$ cat src/rtl/quad_pkg.sv
// Shared types and helpers for the quadrature encoder decoder.
// Gray position maps {A,B} onto a 0..3 ring so that direction reduces to a 2-bit difference.
package quad_pkg;

    localparam int unsigned COUNT_W_DEF = 32;
    localparam int unsigned ERR_CNT_W   = 8;

    typedef enum logic [2:0] {
        StInit,
        St00,
        St01,
        St11,
        St10
    } dec_state_e;

    function automatic dec_state_e ab_to_state(input logic [1:0] ab);
        dec_state_e s;
        unique case (ab)
            2'b00:   s = St00;
            2'b01:   s = St01;
            2'b11:   s = St11;
            default: s = St10;
        endcase
        return s;
    endfunction

    function automatic logic [1:0] state_to_ab(input dec_state_e s);
        logic [1:0] ab;
        case (s)
            St01:    ab = 2'b01;
            St11:    ab = 2'b11;
            St10:    ab = 2'b10;
            default: ab = 2'b00;
        endcase
        return ab;
    endfunction

    // 00->0, 01->1, 11->2, 10->3
    function automatic logic [1:0] gray_pos(input logic [1:0] ab);
        return {ab[1], ab[1] ^ ab[0]};
    endfunction

endpackage

$ cat src/rtl/glitch_filter.sv
// Single-bit 2-flop synchronizer followed by a run-length glitch filter.
// The filtered value follows the synchronized one once the difference has persisted FILTER_LEN cycles.
module glitch_filter #(
    parameter int unsigned FILTER_LEN = 4
) (
    input  logic clk,
    input  logic reset,
    input  logic din,
    output logic dout,
    output logic settled
);

    logic       sync1_q;
    logic       sync2_q;
    logic       filt_q;
    logic       filt_d;
    logic [3:0] run_q;
    logic [3:0] run_d;

    always_ff @(posedge clk or negedge reset) begin
        if (!reset) begin
            sync1_q <= 1'b0;
            sync2_q <= 1'b0;
            filt_q  <= 1'b0;
            run_q   <= 4'd0;
        end else begin
            sync1_q <= din;
            sync2_q <= sync1_q;
            filt_q  <= filt_d;
            run_q   <= run_d;
        end
    end

    always_comb begin
        filt_d = filt_q;
        run_d  = 4'd0;
        if (sync2_q != filt_q) begin
            if (run_q == 4'(FILTER_LEN)) begin
                filt_d = sync2_q;
            end else begin
                run_d = run_q + 4'd1;
            end
        end
    end

    assign dout    = filt_q;
    // Whole chain agrees: nothing in flight that could still move the filtered value.
    assign settled = (sync1_q == sync2_q) && (sync2_q == filt_q);

endmodule

$ cat src/rtl/quad_encoder_decoder.sv
// Quadrature encoder decoder: filtered A/B channels drive a 4-state gray decoder that
// maintains a signed angle count, direction, step pulse and illegal-transition error state.
module quad_encoder_decoder
    import quad_pkg::*;
#(
    parameter int unsigned FILTER_LEN = 4,
    parameter int unsigned COUNT_W    = COUNT_W_DEF
) (
    input  logic                        clk,
    input  logic                        reset,
    input  logic                        enc_a,
    input  logic                        enc_b,
    input  logic                        clear,
    output logic signed [COUNT_W-1:0]   angle,
    output logic                        dir,
    output logic                        step,
    output logic                        err,
    output logic [ERR_CNT_W-1:0]        err_cnt
);

    logic a_filt;
    logic b_filt;
    logic a_settled;
    logic b_settled;

    glitch_filter #(
        .FILTER_LEN (FILTER_LEN)
    ) u_filt_a (
        .clk     (clk),
        .reset   (reset),
        .din     (enc_a),
        .dout    (a_filt),
        .settled (a_settled)
    );

    glitch_filter #(
        .FILTER_LEN (FILTER_LEN)
    ) u_filt_b (
        .clk     (clk),
        .reset   (reset),
        .din     (enc_b),
        .dout    (b_filt),
        .settled (b_settled)
    );

    dec_state_e           state_q;
    dec_state_e           state_d;
    logic [COUNT_W-1:0]   angle_q;
    logic [COUNT_W-1:0]   angle_d;
    logic                 dir_q;
    logic                 dir_d;
    logic                 step_q;
    logic                 step_d;
    logic                 err_q;
    logic                 err_d;
    logic [ERR_CNT_W-1:0] err_cnt_q;
    logic [ERR_CNT_W-1:0] err_cnt_d;
    logic [1:0]           warm_q;
    logic [1:0]           warm_d;

    logic [1:0] ab;
    logic [1:0] delta;

    always_ff @(posedge clk or negedge reset) begin
        if (!reset) begin
            state_q   <= StInit;
            angle_q   <= '0;
            dir_q     <= 1'b0;
            step_q    <= 1'b0;
            err_q     <= 1'b0;
            err_cnt_q <= '0;
            warm_q    <= 2'd0;
        end else begin
            state_q   <= state_d;
            angle_q   <= angle_d;
            dir_q     <= dir_d;
            step_q    <= step_d;
            err_q     <= err_d;
            err_cnt_q <= err_cnt_d;
            warm_q    <= warm_d;
        end
    end

    assign ab    = {a_filt, b_filt};
    assign delta = gray_pos(ab) - gray_pos(state_to_ab(state_q));

    always_comb begin
        state_d   = state_q;
        angle_d   = angle_q;
        dir_d     = dir_q;
        step_d    = 1'b0;
        err_d     = err_q;
        err_cnt_d = err_cnt_q;
        warm_d    = warm_q;

        if (state_q == StInit) begin
            // Wait for the synchronizers to fill and both filters to settle, so the
            // reset-time zeros never register as a first transition.
            if (warm_q != 2'd2) begin
                warm_d = warm_q + 2'd1;
            end else if (a_settled && b_settled) begin
                state_d = ab_to_state(ab);
            end
        end else begin
            state_d = ab_to_state(ab);
            unique case (delta)
                2'd0: ;
                2'd1: begin
                    angle_d = angle_q + COUNT_W'(1);
                    dir_d   = 1'b1;
                    step_d  = 1'b1;
                end
                2'd3: begin
                    angle_d = angle_q - COUNT_W'(1);
                    dir_d   = 1'b0;
                    step_d  = 1'b1;
                end
                2'd2: begin
                    err_d = 1'b1;
                    if (err_cnt_q != '1) begin
                        err_cnt_d = err_cnt_q + ERR_CNT_W'(1);
                    end
                end
            endcase
        end

        if (clear) begin
            angle_d   = '0;
            err_d     = 1'b0;
            err_cnt_d = '0;
            step_d    = 1'b0;
        end
    end

    assign angle   = angle_q;
    assign dir     = dir_q;
    assign step    = step_q;
    assign err     = err_q;
    assign err_cnt = err_cnt_q;

endmodule

$ cat config.mk
export PLATFORM = sky130hd
export DESIGN_NAME = quad_encoder_decoder
export DESIGN_NICKNAME = d
export VERILOG_FILES = /design/src/rtl/quad_pkg.sv /design/src/rtl/glitch_filter.sv /design/src/rtl/quad_encoder_decoder.sv
export SDC_FILE = /design/constraint.sdc
export NUM_CORES = 1
export LEC_CHECK = 0
export CELL_PAD_IN_SITES_DETAIL_PLACEMENT = 0
export CELL_PAD_IN_SITES_GLOBAL_PLACEMENT = 1
export CORE_MARGIN = 5
export CORE_UTILIZATION = 43
export CTS_CLUSTER_SIZE = 10
export DETAILED_ROUTE_END_ITERATION = 16
export MAX_ROUTING_LAYER = met4
export PLACE_DENSITY_LB_ADDON = 0.08
export REMOVE_ABC_BUFFERS = 1
export SLEW_MARGIN = 20
export SYNTH_ARGS = -nofsm -noshare
export SYNTH_HDL_FRONTEND = slang
export SYNTH_SLANG_ARGS = --single-unit
$ cat constraint.sdc
create_clock -name clk -period 6.6 [get_ports clk]
set_input_delay 0.99 -clock clk [delete_from_list [all_inputs] [get_ports clk]]
set_output_delay 0.99 -clock clk [all_outputs]
set_load 0.03 [all_outputs]
* Word level (Yosys, flattened, before mapping)
Index checks and enable logic that the tools add are counted.
Word-level totals: register bits after elaboration 62, input port bits 5, output and inout port bits 43, logic and storage cells 87
Cells by class: add/sub/neg operators 7, equal/unequal tests 21, mux-type cells 23, bitwise operators 3, reductions and logical operators 18
Operators with widths (count):
- 32-bit 2-to-1 mux | 2
- 32-bit case mux with 2 select lines | 1
- 32-bit by 1-bit adder with 32-bit output, second input constant | 1
- 8-bit 2-to-1 mux | 4
- 32-bit by 1-bit subtractor with 32-bit output, second input constant | 1
- 4-bit 2-to-1 mux | 4
- 2-bit AND reduction | 7
- 3-bit 2-to-1 mux | 3
- 3-bit case mux with 3 select lines | 1
- 4-bit by 1-bit adder with 4-bit output, second input constant | 2
- 8-bit by 1-bit adder with 8-bit output, second input constant | 1
- 4-bit by 3-bit == test with 1-bit output, second input constant | 2
- 8-bit inequality test, second input constant | 1
- 2-bit == test, second input constant | 3
- 3-bit by 2-bit == test with 1-bit output, second input constant | 2
- 1-bit 2-to-1 mux | 6
- 2-bit inequality test, second input constant | 3
- 2-bit case mux with 3 select lines | 1
- 2-bit nonzero test | 3
- 1-bit == test | 4
- 2-bit by 1-bit == test with 1-bit output, second input constant | 2
- 3-bit == test, second input constant | 1
- 1-bit logical AND | 3
- 3-bit logical NOT | 1
- other kinds (11) | 13

* Longest topological paths before layout
Gate-level depths: netlist of the first run.
depth in word-level cells 9, mapped depth 18, mapped depth without buffers 15

* Modules after synthesis
From an unflattened synthesis of the first run, not the netlist that was laid out.
Unflattened totals: cell total of the unflattened synthesis 498, area, all modules 4236.6 µm²
By module, submodules not included:
- quad_encoder_decoder | times used 1, cells an instance 441, area an instance 3577.2 µm², sequential area each 1201.2 µm²
- glitch_filter (u_filt_b) | times used 1, cells an instance 29, area an instance 331.6 µm², sequential area each 175.2 µm²
- glitch_filter (u_filt_a) | times used 1, cells an instance 28, area an instance 327.8 µm², sequential area each 175.2 µm²

* Worst setup path before layout of the first run
OpenSTA, ideal clock, no wires.
path type register to register, start point register u_filt_a.filt_q, in the netlist u_filt_a.dout, end point register angle_q[26], in the netlist angle[26], setup time 78 ps, arrival 4564 ps, required time 6522 ps, setup slack 1959 ps, cell stages (with the launch flop) 19, buffers on the path 4, period minus slack after synthesis 4641 ps, cells stage by stage dfrtp_1 > buf_2 > inv_1 > ha_1 > ha_1 > clkbuf_1 > nor4_2 > nor2_2 > clkbuf_1 > clkbuf_1 > xnor2_1 > ha_1 > nand4_1 > or4bb_1 > nor4_1 > a21oi_1 > or4_1 > a21o_1 > a21oi_1
On the way: cells in the longest elaborated chain, start to end 6, elaborated cells between the ends (all ways) 9, those cells by class 1 x add/sub; 2 x eq/ne; 3 x mux; 1 x bitwise; 2 x reduce/logical
Ends and longest elaborated chain:
- start: declaration | line glitch_filter.sv:15 | logic filt_q;
- start signal: assignment | line glitch_filter.sv:29 | filt_q <= filt_d;
- 1-bit bitwise XOR | line quad_pkg.sv:40 | return {ab[1], ab[1] ^ ab[0]};
- 2-bit subtractor * | line quad_encoder_decoder.sv:85 | assign delta = gray_pos(ab) - gray_pos(state_to_ab(state_q));
- 2-bit == test / 2-bit by 1-bit == test with 1-bit output (equally long branches) | line quad_encoder_decoder.sv:106 | unique case (delta)
- 32-bit case mux with 2 select lines | line quad_encoder_decoder.sv:106
- 32-bit 2-to-1 mux | line quad_encoder_decoder.sv:96 | if (state_q == StInit) begin
- 32-bit 2-to-1 mux | line quad_encoder_decoder.sv:127 | if (clear) begin
- end signal: assignment | line quad_encoder_decoder.sv:75 | angle_q <= angle_d;
- end: declaration | line quad_encoder_decoder.sv:48 | logic [COUNT_W-1:0] angle_q;
Mark *: on every way between the ends. The rest lies on a longest branch, timed or not. The select of a mux whose other input is x is not followed. A chain may end at the register's enable or synchronous reset.

* Worst setup path in the final report of the first run
Same ends and word-level chain as after synthesis.

==> key figures, run 1 <==
Outcome
  • Status: completed

Synthesis
  • Mapped cell area: 0.00426 mm²
  • Post-Synthesis Cells: between 400 and 500
  • Synth top area cells: dfrtp_1, nor2_1, ha_1, mux2_2, xnor2_1
  • Post-synthesis sequential area ratio: 36.4%
  • Cell with the most instances after synthesis: nor2_1
  • Ys async rst share: 100%
  • Post-synth EDFFs: 0
  • Register bit total from synthesis: 62
  • Main synth FF type: dfrtp_1
  • Synth cell types: slightly below 60
  • Top cells by instance count after synthesis: nor2_1, dfrtp_1, nand2_1
  • Mean area per synthesized cell: 8.53 µm²
  • Ys Warns: 0
  • Area leader, netlist: dfrtp_1
  • Top-area cell type share of the netlist area: 36.4%

Layout
  • Area of the multi-input gates: 0.00249 mm²
  • Final Net Count: roughly 540
  • Ant. Diodes: 0
  • Filler cell count: 985
  • Share of post-route cells with drive strength above 1: 8.68%
  • Reg area: 0.00155 mm²
  • Synth-to-Final Area Change: 16.3%

Place
  • Hpwl dp: 7670 µm
  • GPL Wtd Cong: 0.867
  • Count of input and output buffers: 47
  • Pre-CTS WS: 2.09 ns

Critical path
  • WS Path Type: reg2reg
  • FF-to-FF path depth: 14
  • Critical R2R Capture: angle[26]
  • Crit end category: flop
  • Critical Path RT: 6.87 ns
  • Reg2reg start: u_filt_a.dout
  • Worst setup SP type: flop
  • CP Data Arrival Time: 4.79 ns
  • CP startpoint: u_filt_a.dout
  • Setup slack, reg-to-reg: 2.09 ns
  • CP max FO: 9

Floorplanning
  • Die W: 109 µm
  • Die Y: around 110 µm
  • Cell Rows: 36
  • Die area: 0.0120 mm²
  • Core Box Area: 0.00973 mm²
  • I/O pin count: 48
  • Starting Density: 43.7%

Clock network
  • Inserted Clock Buffers: 9
  • Root Buffer: clkbuf_8
  • Post-CTS Resized: 0
  • CTS max path bufs: 2
  • Postcts setup bufs: 0
  • H-tree lvl count: 3
  • CTS Hold Bufs: 0
  • Clock transition at path regs: 0.08 ns
  • Clk_lat worst skew: 0.35 ns
  • Clock Sinks: 62
  • CTS tree: built

Timing
  • RSZ-0062 raised after global routing: no
  • Slew HR: a little under half
  • Setup TNS: 0 ns
  • Highest clock rate: about 220 MHz
  • Worst-Margin Slew: ~0.8 ns
  • Min Hold Slack: 0.403 ns
  • Setup Viol. Count Final: 0
  • Final hold vios: 0
  • Slew Viols, Final: 0
  • Crit share post-route: 68.4%
  • Setup ws final: between 2 and 2.5 ns
  • Max Clock Skew: 0.0144 ns
  • Tmin final: 4.51 ns

Drt
  • Antenna viol nets, final: 0
  • Number of remaining DRC errors: 0
  • Vias per std cell: 5.66
  • Routed via count: around 3,800
  • Wirelength, routed: 11,000 µm
  • Wirelength per Cell: 16.6 µm
  • DR pass1 iterations: 5
  • Number of DRC markers in iteration 0: 183

Hold path
  • Worst hold path startpoint: u_filt_a.sync1_q
  • Worst hold path cell count: 0
  • Worst Hold Path EP: u_filt_a.sync2_q
  • HP Class: reg2reg

Global routing
  • Total gr overflow: 0
  • Largest net degree at the start of global routing: 63
  • Tot GR Track Use: 20.2%
  • Number of global-route vias before repair: about 3,700
  • First-pass GRT wire length: roughly 19,000 µm
  • Initial antenna violation count: 0

Job
  • Max cap viols: 0
## state kept, by name, indices dropped and copies added, names as in the netlist
register / cells
angle: 32
err_cnt: 8
u_filt_a.run_q: 4
u_filt_b.run_q: 4
state_q: 3
warm_q: 2
dir: 1
err: 1
step: 1
u_filt_a.dout: 1
u_filt_a.sync1_q: 1
u_filt_a.sync2_q: 1
u_filt_b.dout: 1
u_filt_b.sync1_q: 1
u_filt_b.sync2_q: 1
## cell usage in the layout, fill, tap and decap left out, drive strengths merged, types with 3 or more instances in the layout
cell           Yosys  routed
or3                8       8
nor3              13      13
nand4             14      14
clkbuf            24      11
o31ai              3       3
nor3b              5       5
mux2i              8       8
xnor2             17      17
o21a               3       3
inv               14      14
mux2              15      15
nor2              72      72
o211ai             6       6
dfrtp             62      62
o21ai             15      15
ha                13      13
nand3b             5       5
clkdlybuf4s50      0      45
and3              14      14
or4               11      11
nand3             22      22
nor4              15      15
and4               5       5
xor2              16      16
or2                4       4
a211oi             5       5
and2               3       3
a31oi              4       4
nand2b             3       3
buf               12       7
a21oi             19      19
nand2             33      33
nor2b             11      11
## per-layer routing
metal	global-route usage, %	wire [µm]	up-vias
met5	-	0	-
met4	5.34	129	0
met3	4.23	439	12
met2	32.6	5310	86
met1	25.8	5110	1810
li1	-	-	1843
## cell type report
type                    count  area share (%)
clock inverters             4           0.961
clock buffers              11            2.86
flip-flops and latches     62            31.3
multi-input cells         387            50.4
well taps                 133            3.36
inverters                  14            1.06
repair buffers             52            10.1
## critical path, stage by stage, from the launching register on
cell     delay, ns
dfrtp_1       0.52
inv_1         0.08
ha_1          0.32
ha_1          0.43
nor4_2        0.47
nor2_2        0.10
xnor2_1       0.15
ha_1          0.25
nand4_1       0.16
or4bb_1       0.60
nor4_1        0.37
a21oi_1       0.15
or4_1         0.51
a21o_1        0.19
a21oi_1       0.14
## cells by family after synthesis
logic type | synth area share [%]
AOI/OAI and AO/OA | 11.7
xor gates and xnor gates | 6.79
adders and majority gates | 3.82
buffers and inverters | 5.00
DFF | 36.4
muxes | 5.85
and+or+nand+nor | 30.4
## how the worst max path moves through the flow
stage                      to  slack (ns)  depth (start not counted)
floorplan           angle[26]        2.05                         15
global placement    angle[26]        2.21                         14
detailed placement  angle[26]        2.09                         14
CTS                 angle[26]        2.10                         14
finish              angle[26]        2.09                         14
global route        angle[26]        1.80                         14
## through the flow
stage	instance area [µm²]	std cells	util, %
CTS	4950	663	50.9
floorplan	4100	463	-
detailed placement	4760	648	48.9
finish	4950	663	50.9
global route	4950	663	50.9
global placement	4760	648	48.9
Power of run 1 is left out: the tool's default activity adds up to more than one toggle a clock period on the data nets, which glitch-free logic cannot reach.
==> run 2, diff against run 1 <==
CORE_UTILIZATION = 39   (was 43)
clock period = 3.7 ns   (was 6.6 ns; I/O delays follow)
==> key figures, run 2 (synthesis gave the netlist of run 1 again) <==
Floorplanning
  • Cell Rows: 38 (+5.6%)
  • Starting Density: 39.6% (-4.1 points)
  • I/O pin count: 48 (unchanged)
  • Die Y: 114 µm (+4.5%)
  • Die area: 0.0131 mm² (+9.3%)
  • Core Box Area: 0.0107 mm² (+10%)
  • Die W: 114 µm (+4.5%)

Place
  • GPL Wtd Cong: 0.895 (+3.2%)
  • Hpwl dp: 8530 µm (+11%)
  • Placed inst area: 0.00493 mm² (+3.6%)
  • Count of input and output buffers: 47 (unchanged)
  • Pre-CTS WS: -0.209 ns (-2.30 ns)

Critical path
  • Reg2reg start: u_filt_a.dout
  • CP max stage delay: 0.44 ns (-0.16 ns)
  • CP startpoint: u_filt_a.dout
  • Critical Path RT: 3.94 ns (-2.93 ns)
  • Buf/Inv on CP: 11 (+10)
  • Worst setup SP type: flop
  • Most frequent CP cell: buf_4
  • CP max FO: 3 (-6)
  • CP Data Arrival Time: 3.87 ns (-0.92 ns)
  • Cells along the critical path: inv_1 -> ha_4 -> ha_4 -> xor2_2 -> a211oi_4 -> buf_4 -> buf_4 -> buf_4 -> buf_4 -> buf_4 -> buf_4 -> buf_4 -> buf_4 -> buf_4 -> o21ai_1 -> buf_4 -> or4_4 -> nor4_4 -> mux2i_1 -> mux2_2
  • CP top delay family: buffers and inverters
  • Crit path max-delay cell type: or4_4
  • Setup slack, reg-to-reg: 0.07 ns (-2.01 ns)
  • WS Path Type: reg2reg
  • Crit end category: flop

Drt
  • Wirelength per Cell: 17.4 µm (+5.0%)
  • Routed via count: 3,942 (+5.1%)
  • Antenna viol nets, final: 0 (unchanged)
  • Vias per std cell: 5.60 (-1.0%)
  • DR pass1 iterations: 4 (-1)
  • Wirelength, routed: 12,300 µm (+11%)
  • Number of DRC markers in iteration 0: 192 (+4.9%)
  • Number of remaining DRC errors: 0 (unchanged)

Layout
  • Most common cell after layout, fill and taps aside: nor2_1
  • Flip-flop count of the largest register after layout: 32 (unchanged)
  • Share of post-route cells with drive strength above 1: 16.8% (+8.2 points)
  • Final Net Count: 577 (+6.1%)
  • Ant. Diodes: 0 (unchanged)
  • Filler cell count: 1,072 (+8.8%)
  • Post-route cell area: 0.00538 mm² (+8.6%)
  • Most frequent cells in the layout: nor2_1, dfrtp_1, clkdlybuf4s50_1
  • Synth-to-Final Area Change: 26.3%
  • Finished Core Util: 50.0% (-0.83 points)

Hold path
  • HP Class: in2async

Timing
  • Crit share post-route: 98.0% (+30 points)
  • Max Clock Skew: 0.0102 ns (-0.00415 ns)
  • Highest clock rate: 276 MHz (+24%)
  • RSZ-0062 raised after global routing: yes
  • Worst-Margin Slew: 0.933 ns (+0.121 ns)
  • Slew Viols, Final: 0 (unchanged)
  • Setup Viol. Count Final: 0 (unchanged)
  • Setup ws final: 0.0729 ns (-2.01 ns)
  • Slew HR: 37.8% (-7.5 points)
  • Final hold vios: 0 (unchanged)
  • Min Hold Slack: 0.273 ns (-0.130 ns)
  • Tmin final: 3.63 ns (-0.885 ns)

Global routing
  • Most used routing layer in global routing: met2
  • First-pass GRT wire length: 20,200 µm (+9.3%)
  • Grt met3 use: 3.81% (-0.42 points)
  • Initial antenna violation count: 0 (unchanged)
  • Largest net degree at the start of global routing: 53 (-16%)
  • Met1 Use GR: 27.1% (+1.3 points)
  • Met2 GRT Util: 31.7% (-0.94 points)
  • Number of global-route vias before repair: 3,879 (+5.6%)
  • Total gr overflow: 0 (unchanged)
  • Tot GR Track Use: 20.2% (+0.051 points)

Job
  • Max cap viols: 0 (unchanged)

Clock network
  • Clock Sinks: 62 (unchanged)
  • CTS tree: built
  • Root Buffer: clkbuf_8
  • CTS max path bufs: 2 (unchanged)
  • Clk_lat worst skew: 0.36 ns (about the same)
  • Clock transition at path regs: 0.08 ns (about the same)
  • CTS Hold Bufs: 0 (unchanged)
  • Inserted Clock Buffers: 9 (unchanged)
  • H-tree lvl count: 3 (unchanged)

Outcome
  • Status: completed
run 2: area by class of cell:
cell class / instances / area (µm²) / area share [%]
Clock buffer: 10 / 138 / 2.56
Tap cell: 140 / 175 / 3.26
Sequential cell: 62 / 1550 / 28.9
Clock inverter: 6 / 93.8 / 1.74
Inverter: 14 / 52.6 / 0.977
Multi-Input combinational cell: 387 / 2610 / 48.5
Timing Repair Buffer: 85 / 758 / 14.1
run 2: path summary, 6_finish.rpt:
kind | end | cells after the start
worst max-delay path | angle[24] | 20
worst min-delay path | err_cnt[2] | 1
worst max register to register | angle[24] | 20
worst min register to register | u_filt_b.sync2_q | 0
max in group asynchronous | angle[1] | 2
min in group clk | u_filt_b.sync2_q | 0
run 2: per-stage QoR:
stage               setup TNS [ns]  instances
finish                           0        704
global route                -0.240        704
CTS                              0        702
detailed placement          -0.307        675
global placement           -0.0462        675
floorplan                    -4.94        463
run 2: repair_timing:
action	CTS	global route
gates resized for setup	6	14
setup endpoints to repair	2	11
buffers inserted	11	3
pin swaps	4	7
run 2: metal layers:
layer	vias to the layer above	wire length (µm)	share of wire, %
li1	1904	-	-
met1	1940	5840	48
met2	89	5760	47
met3	9	547	4.5
met4	0	104	0.85
met5	-	0	0
Power of run 2 is left out for the same reason.
